## src/rtl/addsub_pkg.sv

```systemverilog
// Shared encodings for the multi-cycle add/subtract sequencer.
package addsub_pkg;

  typedef enum logic [1:0] {
    ST_IDLE = 2'd0,
    ST_RUN  = 2'd1,
    ST_DONE = 2'd2
  } state_t;

  localparam logic OP_ADD = 1'b0;
  localparam logic OP_SUB = 1'b1;

endpackage

```

## src/rtl/addsub_slice.sv

```systemverilog
// SLICE-bit combinational ripple-carry adder built from full-adder cells.
module addsub_slice #(
  parameter int unsigned SLICE = 8
) (
  input  logic [SLICE-1:0] a,
  input  logic [SLICE-1:0] b,
  input  logic             cin,
  output logic [SLICE-1:0] s,
  output logic             cout
);

  logic [SLICE:0] c;

  assign c[0] = cin;

  for (genvar i = 0; i < SLICE; i++) begin : g_fa
    assign s[i]   = a[i] ^ b[i] ^ c[i];
    assign c[i+1] = (a[i] & b[i]) | (c[i] & (a[i] ^ b[i]));
  end

  assign cout = c[SLICE];

endmodule

```

## src/rtl/addsub_seq_ctrl.sv

```systemverilog
// Add/subtract sequencer: one shared ripple slice walks the operands over
// WIDTH/SLICE cycles, with valid/ready handshakes on both sides.
module addsub_seq_ctrl
  import addsub_pkg::*;
#(
  parameter int unsigned WIDTH = 32,
  parameter int unsigned SLICE = 8
) (
  input  logic             clk,
  input  logic             rst_n,
  input  logic             in_valid,
  output logic             in_ready,
  input  logic             op_sub,
  input  logic [WIDTH-1:0] x,
  input  logic [WIDTH-1:0] y,
  output logic             out_valid,
  input  logic             out_ready,
  output logic [WIDTH-1:0] sum,
  output logic             cout,
  output logic             ovf,
  output logic             zero,
  output logic             busy
);

  localparam int unsigned NSLICE = WIDTH / SLICE;
  localparam int unsigned IDX_W  = (NSLICE > 1) ? $clog2(NSLICE) : 1;

  state_t             state, state_n;
  logic [WIDTH-1:0]   xr, xr_n, yr, yr_n, sum_n;
  logic [IDX_W-1:0]   idx, idx_n;
  logic               carry, carry_n;
  logic               cout_n, ovf_n, zero_n, out_valid_n, in_ready_n, busy_n;
  logic [SLICE-1:0]   slice_a, slice_b, slice_s;
  logic               slice_co;
  int unsigned        base;
  logic               last;

  // Operand slice selected by the current index feeds the shared adder.
  assign base    = 32'(idx) * SLICE;
  assign slice_a = xr[base +: SLICE];
  assign slice_b = yr[base +: SLICE];
  assign last    = (idx == IDX_W'(NSLICE - 1));

  addsub_slice #(.SLICE(SLICE)) u_slice (
    .a   (slice_a),
    .b   (slice_b),
    .cin (carry),
    .s   (slice_s),
    .cout(slice_co)
  );

  always_comb begin
    state_n     = state;
    xr_n        = xr;
    yr_n        = yr;
    carry_n     = carry;
    idx_n       = idx;
    sum_n       = sum;
    cout_n      = cout;
    ovf_n       = ovf;
    zero_n      = zero;
    out_valid_n = out_valid;
    case (state)
      ST_IDLE: begin
        if (in_valid && in_ready) begin
          xr_n    = x;
          yr_n    = y ^ {WIDTH{op_sub == OP_SUB}};
          carry_n = (op_sub == OP_SUB);
          idx_n   = '0;
          state_n = ST_RUN;
        end
      end
      ST_RUN: begin
        sum_n[base +: SLICE] = slice_s;
        carry_n              = slice_co;
        idx_n                = idx + IDX_W'(1);
        if (last) begin
          state_n     = ST_DONE;
          cout_n      = slice_co;
          ovf_n       = (xr[WIDTH-1] == yr[WIDTH-1]) && (sum_n[WIDTH-1] != xr[WIDTH-1]);
          zero_n      = (sum_n == '0);
          out_valid_n = 1'b1;
        end
      end
      ST_DONE: begin
        if (out_valid && out_ready) begin
          out_valid_n = 1'b0;
          state_n     = ST_IDLE;
        end
      end
      default: state_n = ST_IDLE;
    endcase
    // Handshake status tracks the state being entered so it is a clean flop.
    in_ready_n = (state_n == ST_IDLE);
    busy_n     = (state_n != ST_IDLE);
  end

  always_ff @(posedge clk) begin
    if (!rst_n) begin
      state     <= ST_IDLE;
      xr        <= '0;
      yr        <= '0;
      carry     <= 1'b0;
      idx       <= '0;
      sum       <= '0;
      cout      <= 1'b0;
      ovf       <= 1'b0;
      zero      <= 1'b0;
      out_valid <= 1'b0;
      in_ready  <= 1'b1;
      busy      <= 1'b0;
    end else begin
      state     <= state_n;
      xr        <= xr_n;
      yr        <= yr_n;
      carry     <= carry_n;
      idx       <= idx_n;
      sum       <= sum_n;
      cout      <= cout_n;
      ovf       <= ovf_n;
      zero      <= zero_n;
      out_valid <= out_valid_n;
      in_ready  <= in_ready_n;
      busy      <= busy_n;
    end
  end

endmodule

```

## config.mk

```make
export PLATFORM = sky130hd
export DESIGN_NAME = addsub_seq_ctrl
export DESIGN_NICKNAME = d
export VERILOG_FILES = /design/src/rtl/addsub_pkg.sv /design/src/rtl/addsub_slice.sv /design/src/rtl/addsub_seq_ctrl.sv
export SDC_FILE = /design/constraint.sdc
export NUM_CORES = 1
export LEC_CHECK = 0
export ABC_AREA = 1
export BUFFER_PORTS_ARGS = -buffer_cell sky130_fd_sc_hd__buf_4
export CORE_AREA = 2 2 166 103
export CTS_CLUSTER_DIAMETER = 200
export DETAILED_ROUTE_END_ITERATION = 12
export DIE_AREA = 0 0 168 105
export PLACE_DENSITY_LB_ADDON = 0.05
export SLEW_MARGIN = 0
export SYNTH_ARGS = -nofsm -noshare
export SYNTH_HDL_FRONTEND = slang
export SYNTH_HIERARCHICAL = 1
export SYNTH_SLANG_ARGS = --single-unit
```

## constraint.sdc

```tcl
create_clock -name clk -period 10.4 [get_ports clk]
set_input_delay 0.52 -clock clk [delete_from_list [all_inputs] [get_ports clk]]
set_output_delay 0.52 -clock clk [all_outputs]
set_load 0.005 [all_outputs]
```

==> flow_summary.ini <==
[route]
vias_per_cell = 4.75
drt_iter0_markers = 347
totalWireLength_mm = 16.2
drc = 0
postRouteAntennaNets = 0
wl_per_cell_um = 15.0
drtPass1Iterations = 5
vias = 5120

[floorplan]
io_pins = 107
rows = 36
dieArea_mm2 = 0.0176
initial_core_util = 0.345
die_x_um = 168
die_y_um = 105
core_mm2 = 0.0160

[timing]
setup_viol = 0
finalCriticalPeriod_ns = 5.53
fin_crit_sh = 0.532
fin_skew_ns = 0.0102
finalHoldViolations = 0
setup_tns_ns = 0
rsz0062_at_grt = false
drv_slew = 0
slew-limit-headroom = 0.342
fmax_ghz = 0.181
tightest_slew_ns = 0.986

[yosys]
ys_ff_latch = 107
netlist.top_cell.by_area = dfxtp_1
synth_top_area_share = 0.388
synth_cells = 790
avgSynthCellArea_um2 = 6.98
syn_area_mm2 = 0.00552
yosysWarnings = 6
ys_types = 26
synth_fp_nets = 873
yosys-top-cells-area = dfxtp_1, nor2_1, nand2_1
ys_seq_area_frac = 0.388

[clock_network]
htreeDepth = 3
numClockSinks = 107
cts_buffers = 9
clk_pin_slew_ns = 0.07
cts_tree = built
cts_setup_buffers = 0
cts.hold.buffers_added = 0
clk-insertion-delay-late_ns = 0.35
post_cts_resized = 0
cts_buffer_depth = 2
cts_root_buffer = clkbuf_16

[cells_and_area]
area_growth_syn_to_layout_pct = 21.8
finalNetCount = 947
fin_cells = 1079
drive_above_1_share = 0.155
fin_util = 0.420

[global_route]
grt_pass1_vias = 4702
grt_max_degree = 99
antenna_found_initial = 0
grt_util_all_layers = 0.187
grt_remaining_overflow = 0
grt_pass1_wl_mm = 25.9

[setup_path]
cp_slowest_cell = dfxtp_1
cp_max_fo = 21
worstPathCellList = inv_1, o21ai_0, o22ai_1, fa_1, inv_1, fa_1, inv_1, fa_1, fa_1, fa_1, fa_1, fa_1, inv_1, fa_1, inv_1, nand3_1, nor2_1, nor2_2, nand2_1, nor2_1, nand2_1, nor2_1, nand2_1, a21oi_1
worstSetupEndpointType = flop
crit_type = reg2reg
start_kind = flop
path_delay_family = adder cells
arrival_ns = 5.76
path_buf_inv = 5
cp_common_cell = fa_1
crit_required_ns = 10.63
critPathMaxStageDelay_ns = 0.74

[placement]
dp_hpwl_mm = 12.3
placed_cells = 1062
io_buffers = 106
gp_congestion = 0.858

[power_and_ir_drop]
powerDensity_mw_per_mm2 = 176
total_leakage_power_nw = 3.15
peakVddDrop_mv = 0.0756

[hold_path]
hold_class = in2reg

[run]
drv_cap = 0

[outcome]
status = finished, final reports clean
-- final timing paths --
kind         depth (start not counted)             endpoint  slack [ns]           startpoint
max                                 24    zero$_SDFFE_PN0P_        4.87  idx[1]$_SDFFE_PN0P_
min                                  3   xr[3]$_SDFFE_PN0P_        0.43                 x[3]
max reg2reg                         24    zero$_SDFFE_PN0P_        4.87  idx[1]$_SDFFE_PN0P_
min reg2reg                          2  xr[11]$_SDFFE_PN0P_        0.48  xr[11]$_SDFFE_PN0P_
-- stage by stage --
stage | hold WS [ns] | setup WS (ns) | power (mW) | instance area, µm²
global route | 0.433 | 4.46 | 1.26 | 6720
detailed placement | 0.468 | 4.94 | 0.827 | 6400
floorplan | 0.450 | 5.52 | 0.707 | 5520
finish | 0.425 | 4.87 | 1.18 | 6720
global placement | 0.477 | 5.18 | 0.826 | 6400
CTS | 0.421 | 4.91 | 1.19 | 6720
-- cell usage after synthesis, drive strengths merged --
library cell / n
ha: 6
a211oi: 34
a21oi: 11
dfxtp: 107
o22ai: 16
nand4: 1
a22oi: 1
xnor2: 32
o211ai: 30
inv: 101
clkinv: 1
nor2: 192
nand3: 26
fa: 8
o21ai: 67
clkbuf: 26
nand2: 109
buf: 22
-- cells in the final DEF, fill, tap and decap left out, types with 3 or more instances in the layout --
cell / n
a211oi_1: 34
a21oi_1: 11
buf_4: 111
clkbuf_16: 9
dfxtp_1: 107
fa_1: 8
ha_1: 6
inv_1: 98
inv_2: 3
inv_6: 4
nand2_1: 108
nand3_1: 25
nor2_1: 189
o211ai_1: 30
o21ai_0: 66
o22ai_1: 16
xnor2_1: 32
-- routing by layer --
layer / share of wire / global-route usage / vias to the layer above
li1: - / - / 2676
met1: 0.57 / 0.306 / 2271
met2: 0.35 / 0.239 / 160
met3: 0.076 / 0.0496 / 13
met4: 0.0075 / 0.0292 / 0
met5: 0 / 0 / -
-- registers in the layout, indices dropped and copies added, names as in the netlist --
register and flops:
sum 32, xr 32, yr 32, idx 2
state 2, busy 1, carry 1, cout 1
in_ready 1, out_valid 1, ovf 1, zero 1
-- logic make-up (layout without fill, tap and decap cells) --
kind of cell    Yosys count  in the layout  share of synthesized area
simple gates            328            328                      0.232
other cells               0              1                          0
buf+inv                 150            229                      0.109
xor+xnor                 32             32                     0.0508
flops                   107            107                      0.388
compound gates          159            159                      0.177
fa+ha+maj                14             14                     0.0426
-- worst register-to-register path, delay by kind of cell (launching register included) --
family,cells,cell delay [ns]
flip-flops,1,0.74
adder cells (fa/ha/maj),8,2.88
AO/OA/AOI/OAI,3,0.40
buffers and inverters,5,0.77
AND/OR/NAND/NOR,8,0.62
-- area by class of cell --
cell class,count,area [µm²]
Clock buffer,11,253
Inverter,102,383
Multi-Input combinational cell,533,2780
Sequential cell,107,2140
Clock inverter,5,65.1
Timing Repair Buffer,111,833
Tap cell,209,262
Antenna cell,1,2.50
Fill cell,1690,9270
-- power breakdown --
| group | switching [mW] | total (mW) | internal (mW) |
|---|---|---|---|
| logic | 0.201 | 0.330 | 0.129 |
| registers | 0.0360 | 0.490 | 0.454 |
| clock network | 0.161 | 0.365 | 0.204 |
Note: power is estimated with default switching activity, not from simulation.
